File: config.mk
export PLATFORM = sky130hd
export DESIGN_NAME = gbe_cfg_sequencer
export DESIGN_NICKNAME = d
export VERILOG_FILES = /design/src/rtl/gbe_cfg_pkg.sv /design/src/rtl/gbe_cfg_change_detect.sv /design/src/rtl/gbe_cfg_sequencer.sv
export SDC_FILE = /design/constraint.sdc
export NUM_CORES = 1
export LEC_CHECK = 0
export ABC_AREA = 1
export CAP_MARGIN = 40
export CORE_UTILIZATION = 40
export DETAILED_ROUTE_END_ITERATION = 7
export PLACE_DENSITY = 0.67
export SLEW_MARGIN = 20
export SYNTH_ARGS = -nofsm -noshare
export SYNTH_HDL_FRONTEND = slang
export SYNTH_HIERARCHICAL = 1
export SYNTH_SLANG_ARGS = --single-unit
export TNS_END_PERCENT = 30
File: constraint.sdc
create_clock -name user_clk -period 2.2 [get_ports user_clk]
set_input_delay 0.44 -clock user_clk [delete_from_list [all_inputs] [get_ports user_clk]]
set_output_delay 0.44 -clock user_clk [all_outputs]
set_load 0.005 [all_outputs]
File: src/rtl/gbe_cfg_pkg.sv
// Shared types and bit positions for the 10GbE reconfiguration sequencer.
package gbe_cfg_pkg;

  typedef enum logic [2:0] {
    ST_OFF       = 3'd0,
    ST_RUN       = 3'd1,
    ST_DRAIN     = 3'd2,
    ST_RESET     = 3'd3,
    ST_LOAD      = 3'd4,
    ST_WAIT_LINK = 3'd5
  } state_e;

  localparam int STAT_STATE_LSB = 0;
  localparam int STAT_STATE_W   = 3;
  localparam int STAT_LINK_TO   = 8;
  localparam int STAT_DRAIN_TO  = 9;
  localparam int STAT_LINK_UP   = 10;
  localparam int STAT_COUNT_LSB = 16;
  localparam int STAT_COUNT_W   = 16;

  localparam int CTRL_ENABLE   = 0;
  localparam int CTRL_RECONFIG = 1;

endpackage

File: src/rtl/gbe_cfg_change_detect.sv
// Shadows the software config registers, waits for them to settle and raises a
// pending request that the sequencer clears once the new config is loaded.
module gbe_cfg_change_detect
  import gbe_cfg_pkg::*;
#(
  parameter int SETTLE_CYCLES = 64,
  parameter int CNT_W         = 21
) (
  input  logic        user_clk,
  input  logic        user_rst_n,
  input  logic [15:0] sw_port,
  input  logic [31:0] sw_ip,
  input  logic        sw_enable,
  input  logic        sw_reconfig,
  input  logic        pending_clr,
  output logic [15:0] shadow_port,
  output logic [31:0] shadow_ip,
  output logic        shadow_en,
  output logic        pending
);

  localparam logic [CNT_W-1:0] SETTLE_LAST = CNT_W'(SETTLE_CYCLES - 1);

  logic [15:0]      port_q, port_d;
  logic [31:0]      ip_q, ip_d;
  logic             en_q, en_d;
  logic             armed_q, armed_d;
  logic [CNT_W-1:0] settle_q, settle_d;
  logic             recfg_q, recfg_d;
  logic             pending_q, pending_d;
  logic             changed;
  logic             set_pending;

  always_comb begin
    // NOTE: every signal written here gets a default first, so no path can infer a latch.
    port_d      = port_q;
    ip_d        = ip_q;
    en_d        = en_q;
    armed_d     = armed_q;
    settle_d    = settle_q;
    recfg_d     = sw_reconfig;
    set_pending = 1'b0;
    changed     = (sw_port != port_q) || (sw_ip != ip_q) || (sw_enable != en_q);

    if (changed) begin
      port_d   = sw_port;
      ip_d     = sw_ip;
      en_d     = sw_enable;
      armed_d  = 1'b1;
      settle_d = '0;
    end else if (armed_q) begin
      if (settle_q == SETTLE_LAST) begin
        set_pending = 1'b1;
        armed_d     = 1'b0;
        settle_d    = '0;
      end else begin
        settle_d = settle_q + CNT_W'(1);
      end
    end

    if (sw_reconfig && !recfg_q) set_pending = 1'b1;

    // A request arriving in the same cycle as the clear must survive it.
    pending_d = set_pending ? 1'b1 : (pending_clr ? 1'b0 : pending_q);
  end

  // NOTE: reset is synchronous (sampled on the edge) and state uses <= so every flop sees pre-edge values.
  always_ff @(posedge user_clk) begin
    if (!user_rst_n) begin
      port_q    <= '0;
      ip_q      <= '0;
      en_q      <= 1'b0;
      armed_q   <= 1'b0;
      settle_q  <= '0;
      recfg_q   <= 1'b0;
      pending_q <= 1'b0;
    end else begin
      port_q    <= port_d;
      ip_q      <= ip_d;
      en_q      <= en_d;
      armed_q   <= armed_d;
      settle_q  <= settle_d;
      recfg_q   <= recfg_d;
      pending_q <= pending_d;
    end
  end

  assign shadow_port = port_q;
  assign shadow_ip   = ip_q;
  assign shadow_en   = en_q;
  assign pending     = pending_q;

endmodule

File: src/rtl/gbe_cfg_sequencer.sv
// Sequences safe reconfiguration of the 10GbE TX core: drain at a packet
// boundary, pulse core reset, load port/IP, wait for link, re-enable transmit.
module gbe_cfg_sequencer
  import gbe_cfg_pkg::*;
#(
  parameter int RST_CYCLES    = 16,
  parameter int SETTLE_CYCLES = 64,
  parameter int DRAIN_TIMEOUT = 4096,
  parameter int LINK_TIMEOUT  = 1048576,
  parameter int CNT_W         = 21
) (
  input  logic        user_clk,
  input  logic        user_rst_n,
  input  logic [31:0] sw_port,
  input  logic [31:0] sw_ip,
  input  logic [31:0] sw_ctrl,
  input  logic        pkt_boundary,
  input  logic        gbe_link_up,
  output logic        tx_gate,
  output logic        gbe_rst,
  output logic [15:0] gbe_port,
  output logic [31:0] gbe_ip,
  output logic [31:0] status
);

  localparam logic [CNT_W-1:0] RST_LAST   = CNT_W'(RST_CYCLES - 1);
  localparam logic [CNT_W-1:0] DRAIN_LAST = CNT_W'(DRAIN_TIMEOUT - 1);
  localparam logic [CNT_W-1:0] LINK_LAST  = CNT_W'(LINK_TIMEOUT - 1);

  state_e           state_q, state_d;
  logic [CNT_W-1:0] cnt_q, cnt_d;
  logic             tx_gate_q, tx_gate_d;
  logic             gbe_rst_q, gbe_rst_d;
  logic [15:0]      port_q, port_d;
  logic [31:0]      ip_q, ip_d;
  logic [15:0]      count_q, count_d;
  logic             link_to_q, link_to_d;
  logic             drain_to_q, drain_to_d;
  logic             link_up_q, link_up_d;
  logic             retry_q, retry_d;

  logic [15:0]      shadow_port;
  logic [31:0]      shadow_ip;
  logic             shadow_en;
  logic             pending;
  logic             pending_clr;
  logic             unused_sw_bits;

  assign unused_sw_bits = ^{sw_port[31:16], sw_ctrl[31:2]};

  gbe_cfg_change_detect #(
    .SETTLE_CYCLES(SETTLE_CYCLES),
    .CNT_W        (CNT_W)
  ) u_change_detect (
    .user_clk   (user_clk),
    .user_rst_n (user_rst_n),
    .sw_port    (sw_port[15:0]),
    .sw_ip      (sw_ip),
    .sw_enable  (sw_ctrl[CTRL_ENABLE]),
    .sw_reconfig(sw_ctrl[CTRL_RECONFIG]),
    .pending_clr(pending_clr),
    .shadow_port(shadow_port),
    .shadow_ip  (shadow_ip),
    .shadow_en  (shadow_en),
    .pending    (pending)
  );

  // Outputs decode the current state, so they settle one cycle after each transition.
  always_comb begin
    state_d     = state_q;
    cnt_d       = '0;
    tx_gate_d   = 1'b0;
    gbe_rst_d   = 1'b0;
    port_d      = port_q;
    ip_d        = ip_q;
    count_d     = count_q;
    link_to_d   = link_to_q;
    drain_to_d  = drain_to_q;
    link_up_d   = gbe_link_up;
    retry_d     = retry_q;
    pending_clr = 1'b0;

    unique case (state_q)
      ST_OFF: begin
        gbe_rst_d = 1'b1;
        retry_d   = 1'b0;
        if (shadow_en && pending) state_d = ST_RESET;
      end
      ST_RUN: begin
        tx_gate_d = 1'b1;
        if (pending || !shadow_en) state_d = ST_DRAIN;
      end
      ST_DRAIN: begin
        if (pkt_boundary || cnt_q == DRAIN_LAST) begin
          drain_to_d = drain_to_q | ~pkt_boundary;
          state_d    = shadow_en ? ST_RESET : ST_OFF;
        end else begin
          tx_gate_d = 1'b1;
          cnt_d     = cnt_q + CNT_W'(1);
        end
      end
      ST_RESET: begin
        gbe_rst_d = 1'b1;
        if (!shadow_en)             state_d = ST_OFF;
        else if (cnt_q == RST_LAST) state_d = ST_LOAD;
        else                        cnt_d   = cnt_q + CNT_W'(1);
      end
      ST_LOAD: begin
        port_d      = shadow_port;
        ip_d        = shadow_ip;
        pending_clr = 1'b1;
        if (!retry_q) count_d = count_q + 16'd1;
        retry_d     = 1'b0;
        state_d     = ST_WAIT_LINK;
      end
      ST_WAIT_LINK: begin
        if (!shadow_en) begin
          state_d = ST_OFF;
        end else if (gbe_link_up) begin
          state_d    = ST_RUN;
          link_to_d  = 1'b0;
          drain_to_d = 1'b0;
        end else if (cnt_q == LINK_LAST) begin
          state_d   = ST_RESET;
          link_to_d = 1'b1;
          retry_d   = 1'b1;
        end else begin
          cnt_d = cnt_q + CNT_W'(1);
        end
      end
      default: state_d = ST_OFF;
    endcase
  end

  always_ff @(posedge user_clk) begin
    if (!user_rst_n) begin
      state_q    <= ST_OFF;
      cnt_q      <= '0;
      tx_gate_q  <= 1'b0;
      gbe_rst_q  <= 1'b1;
      port_q     <= '0;
      ip_q       <= '0;
      count_q    <= '0;
      link_to_q  <= 1'b0;
      drain_to_q <= 1'b0;
      link_up_q  <= 1'b0;
      retry_q    <= 1'b0;
    end else begin
      state_q    <= state_d;
      cnt_q      <= cnt_d;
      tx_gate_q  <= tx_gate_d;
      gbe_rst_q  <= gbe_rst_d;
      port_q     <= port_d;
      ip_q       <= ip_d;
      count_q    <= count_d;
      link_to_q  <= link_to_d;
      drain_to_q <= drain_to_d;
      link_up_q  <= link_up_d;
      retry_q    <= retry_d;
    end
  end

  always_comb begin
    status = '0;
    status[STAT_STATE_LSB +: STAT_STATE_W] = state_q;
    status[STAT_LINK_TO]                   = link_to_q;
    status[STAT_DRAIN_TO]                  = drain_to_q;
    status[STAT_LINK_UP]                   = link_up_q;
    status[STAT_COUNT_LSB +: STAT_COUNT_W] = count_q;
  end

  assign tx_gate  = tx_gate_q;
  assign gbe_rst  = gbe_rst_q;
  assign gbe_port = port_q;
  assign gbe_ip   = ip_q;

endmodule
== Word level (Yosys, flattened, before mapping) ==
Index checks and enable logic that the tools add are counted.

* Register bits: 167

* Bitwise gates (word level): 4
* Mux-type cells: 40
* Reductions and logical operators: 21
* Add/sub/neg operators: 3
* Equality and inequality tests: 21

{| class="wikitable"
|+ Operator list
! operator !! count
|-
| 2-to-1 mux 21 bit || 7
|-
| one-hot mux 21 bit (3 select lines) || 1
|-
| adder 21 x 1 -> 21 bit, second input constant || 2
|-
| != test 32 bit || 1
|-
| 2-to-1 mux 3 bit || 8
|-
| equality test 21 x 12 -> 1 bit, second input constant || 1
|-
| equality test 21 x 20 -> 1 bit, second input constant || 1
|-
| equality test 21 x 4 -> 1 bit, second input constant || 1
|-
| equality test 21 x 6 -> 1 bit, second input constant || 1
|-
| 2-to-1 mux 1 bit || 19
|-
| one-hot mux 3 bit (6 select lines) || 1
|-
| adder 16 x 1 -> 16 bit, second input constant || 1
|-
| != test 16 bit || 1
|-
| != test 2 bit, second input constant || 6
|-
| AND reduction 4 bit || 2
|-
| nonzero test 2 bit || 4
|-
| equality test 3 x 2 -> 1 bit, second input constant || 2
|-
| equality test 3 bit, second input constant || 2
|-
| one-hot mux 1 bit (2 select lines) || 3
|-
| OR reduction 2 bit || 3
|-
| AND reduction 5 bit || 1
|-
| logical OR 1 bit || 4
|-
| != test 4 bit, second input constant || 1
|-
| equality test 3 x 1 -> 1 bit, second input constant || 1
|-
| other kinds (11) || 15
|}

== Depth between registers and ports, before layout ==
* Depth after elaboration: 6
* Depth in mapped cells: 11

== Hierarchy ==
Netlist, hierarchy kept.

{| class="wikitable"
|+ Modules (own cells, without submodules)
! module !! cells each !! area each (um2) !! instances !! sequential area each (um2)
|-
| gbe_cfg_sequencer || 564 || 4107.7 || 1 || 1881.8
|-
| gbe_cfg_change_detect || 477 || 3334.4 || 1 || 1461.4
|}

== Worst setup path before layout ==
No wires, ideal clock.

* Path type: flip-flop to flip-flop
* Start point: reg cnt_q[0]
* End point: reg cnt_q[18]
* Clock period less this slack: 1.635 ns
* Path buffers: 1
* Cell stages (with the launch flop): 12
* Data required time: 2.086 ns
* Data arrival time: 1.521 ns
* Library setup time: 0.114 ns
* Setup slack: 0.565 ns
* Cells stage by stage: dfxtp_1 -> ha_1 -> nand2_1 -> nor2_4 -> nand2_4 -> nor2_8 -> nand3_2 -> nand2_4 -> nand3_4 -> nand2_4 -> buf_6 -> nor2_1

* Longest elaborated chain between the ends: 5
* Elaborated cells on any way between the ends: 12
* Classes of those cells: 1 x add/sub; 3 x eq/ne; 7 x mux; 1 x reduce/logical

{| class="wikitable"
|+ RTL lines
! item !! line !! RTL
|-
| start, declared || gbe_cfg_sequencer.sv:31 || <nowiki>logic [CNT_W-1:0] cnt_q, cnt_d;</nowiki>
|-
| start signal, assigned || gbe_cfg_sequencer.sv:150 || <nowiki>cnt_q <= cnt_d;</nowiki>
|-
| adder 21 x 1 -> 21 bit / equality test 21 x 20 -> 1 bit (equally long branches) || - ||
|-
| 2-to-1 mux 21 bit || gbe_cfg_sequencer.sv:123 || <nowiki>end else if (cnt_q == LINK_LAST) begin</nowiki>
|-
| 2-to-1 mux 21 bit || gbe_cfg_sequencer.sv:119 || <nowiki>end else if (gbe_link_up) begin</nowiki>
|-
| 2-to-1 mux 21 bit || gbe_cfg_sequencer.sv:117 || <nowiki>if (!shadow_en) begin</nowiki>
|-
| one-hot mux 21 bit (3 select lines) * || gbe_cfg_sequencer.sv:83 || <nowiki>unique case (state_q)</nowiki>
|}

Mark *: on every way between the ends. The rest lies on a longest branch, timed or not.
A chain may end at the register's enable or synchronous reset.

== Final worst setup path ==
* Start point: reg state_q[2]
* End point: out status[2]

{| class="wikitable"
|+ RTL lines
! item !! line !! RTL
|-
| start, declared || gbe_cfg_sequencer.sv:30 || <nowiki>state_e state_q, state_d;</nowiki>
|-
| start signal, assigned || gbe_cfg_sequencer.sv:149 || <nowiki>state_q <= state_d;</nowiki>
|-
| end, declared || gbe_cfg_sequencer.sv:23 || <nowiki>output logic [31:0] status</nowiki>
|}

No word-level cell between the ends.

==> metrics.cfg <==
[logic_synthesis]
syn_area_per_cell_sq_um=7.15
ys_seq_area_share_pct=44.9
netlist_area_sq_um=7440
synth_cell_types=38
ys.flop_type=dfxtp_1
synth_edf_count=0
ys_ff_latch=167
syn_inst=1041
ys_warn_count=6
synthArstFlopShare_pct=0

[worst_setup_path]
r2r-end=cnt_q[18]$_SDFF_PN0_
worstSetupPathType=flip-flop to primary output
crit_fanout=5
critPathLaunchType=flip-flop
critPathRequiredTime_ps=1760
ff2ff_path_depth=10
endpoint_kind=primary output
critical_path.top_delay_family=buffers and inverters
crit_slowest_cell=clkdlybuf4s50_1
arrival_ps=1460
critPathMaxStageDelay_ps=560
worst-path-buf-inv=1
r2r_start=cnt_q[0]$_SDFF_PN0_
crit_path_cell_trace=clkdlybuf4s50_1
rrSetupSlack_ps=390

[clock_tree]
clock_sink_count=167
cts_root_buf=clkbuf_16
post_cts_resized=0
post-cts-setup-buffer-count=0
cts_tree=built
clkTransAtPathRegs_ps=70
clk_latency_ps=430
ctsHoldBuffers=0
cts_max_level=4
cts_buffer_depth=2
cts_made_buffers=17

[sta]
relSlewSlack_pct=58.2
grt_setup_unrepaired=no
fin_tns_setup_ps=0
period_needed_ps=1900
setup_violations=0
skew_ps=12.4
layout_setup_ws_ps=304
maxSlewViolCount=0
worst_pin_slew_ps=627
holdWs_ps=408
hold_viol_final=0
timing.final.crit_share_pct=86.2
max_freq_mhz=527

[placement]
gp_congestion=0.828
dpl_worst_slack_ps=-128
hpwl_microns=11900
io_buffers=125
place_inst=1375

[floorplan]
core_sq_um=18100
die_y_microns=138
rows=49
dieArea_sq_um=19200
pin_count=182
initial_utilization_pct=41.1
die_w_microns=138

[routing]
first_pass_iters=7
wl_per_cell_microns=11.7
drc=20
postRouteAntennaNets=0
avgViaCountPerCell=4.51
wirelength_microns=16500
drtIter0Drc=253
vias=6349

[power]
p_int_mw=5.19
pwr-share-clk_pct=42.6
seqPwrFrac_pct=46.3
switching_share_pct=25.1
power_density_nw_per_um2=732
combPwrFrac_pct=11.1
vdd_drop_max_v=0.000572
p_leak_nw=4.09
p_sw_mw=1.74

[hold_path]
worstHoldEndpoint=link_up_q$_SDFF_PN0_
min_path_type=primary input to flip-flop
hp-start=user_rst_n
hold_depth=3

[final_layout]
fin_nets=1268
num_antenna_cells=0
final_util_pct=52.4
finalNonFillerCells=1407
area_growth_pct=27.4
drive_gt1_share_pct=6.79

[grt]
grt_pass1_vias=5905
grt.total_usage_pct=17.8
grt_remaining_overflow=0
grt_max_degree=50
antenna_found_initial=0
grt_pass1_wl_microns=27700

[outcome]
failed_checks=DRC
status=complete, but fails checks

[job]
drv_cap=0

## layout make-up
type,instances,area (sq um)
Tap cell,229,287
Timing Repair Buffer,134,1330
Clock inverter,11,114
Sequential cell,167,3340
Multi-Input combinational cell,693,3350
Fill cell,1714,8610
Clock buffer,21,480
Inverter,152,571
## Yosys cell counts, types with 8 or more instances
master / count / share of area (%)
xnor2_1: 29 / 3.4
buf_1: 8 / 0.40
nand2_1: 200 / 10
nor2_1: 229 / 12
clkbuf_1: 12 / 0.61
nand3_1: 41 / 2.8
xor2_1: 29 / 3.4
dfxtp_1: 167 / 45
buf_4: 13 / 1.3
o21ai_0: 62 / 4.2
nand4_1: 10 / 0.84
nor3_1: 15 / 1.0
a21oi_1: 20 / 1.3
inv_1: 145 / 7.3
## cells in the final DEF, fill, tap and decap left out, types with 2 or more instances in the layout
cell type / count
inv_1: 145
clkbuf_8: 4
a21oi_1: 20
nor2_1: 229
ha_1: 3
nor2_2: 5
o211ai_1: 2
nand3_1: 41
inv_6: 3
xor2_1: 29
conb_1: 10
clkbuf_16: 17
nor2_4: 6
o21ai_0: 62
nand3_2: 2
a31oi_1: 4
xnor2_1: 29
nand2_1: 199
nand4_1: 10
dfxtp_1: 167
clkinvlp_4: 3
a211oi_1: 2
clkinv_4: 4
nor3b_1: 2
buf_4: 9
nand2_4: 4
nor3_2: 2
nand2_2: 6
nor3_1: 15
inv_2: 6
clkdlybuf4s50_1: 124
or2_2: 2
o21ai_1: 2
nor3_4: 2
## state kept, by name, summed over array words and instances (netlist names), 3 cells and up
| name | cells |
|---|---|
| cnt_q | 21 |
| count_q | 16 |
| gbe_ip | 32 |
| gbe_port | 16 |
| state_q | 3 |
| u_change_detect/settle_q | 21 |
| u_change_detect/shadow_ip | 32 |
| u_change_detect/shadow_port | 16 |
## power groups by stage
stage	combinational [mW]	clock [mW]	sequential [mW]
floorplan	0.477	0	3.27
global placement	0.766	0	3.28
detailed placement	0.773	0	3.28
CTS	0.776	3.02	3.21
global route	0.862	3.16	3.23
finish	0.770	2.95	3.21
## logic make-up after synthesis
logic type                 count (synthesis)  share of synthesized area (%)
and+or+nand+nor                          528                           30.6
other                                      1                         0.0504
buffers and inverters                    190                           10.5
AOI/OAI and AO/OA                         94                           6.59
adders and majority gates                  3                          0.504
xor gates and xnor gates                  58                           6.83
DFF                                      167                           44.9
## worst max path at each step
| stage | slack [ps] | end | from | depth (start not counted) |
|---|---|---|---|---|
| after floorplan | 560 | cnt_q[18]$_SDFF_PN0_ | cnt_q[0]$_SDFF_PN0_ | 11 |
| after global placement | -120 | u_change_detect/settle_q[0]$_SDFFE_PP0P_ | sw_ip[28] | 8 |
| after detailed placement | -130 | u_change_detect/settle_q[1]$_SDFFE_PP0P_ | sw_ip[28] | 8 |
| after CTS | 290 | status[2] | state_q[2]$_SDFFE_PN0P_ | 1 |
| after global routing | 140 | u_change_detect/settle_q[1]$_SDFFE_PP0P_ | sw_ip[28] | 8 |
| final | 300 | status[2] | state_q[2]$_SDFFE_PN0P_ | 1 |
## layer usage
| layer | global-route usage (%) | part of all wire (%) | up-vias |
|---|---|---|---|
| li1 | - | - | 3403 |
| met1 | 22.9 | 48 | 2820 |
| met4 | 7.21 | 1.1 | 0 |
| met3 | 4.26 | 5.3 | 12 |
| met2 | 28.8 | 46 | 114 |
| met5 | 0 | 0 | - |
## through the flow
step           area (sq um)  total power, mW
2_1_floorplan          7480             3.75
3_3_place_gp           8880             4.04
3_5_place_dp           8880             4.05
4_1_cts                9480             7.01
5_1_grt                9480             7.25
6_report               9480             6.94
## worst min-delay path: cells and delay by family
kind | cells | cell delay (ps)
buf+inv | 2 | 250
simple gates | 1 | 100
Note: power is estimated with default switching activity, not from simulation.
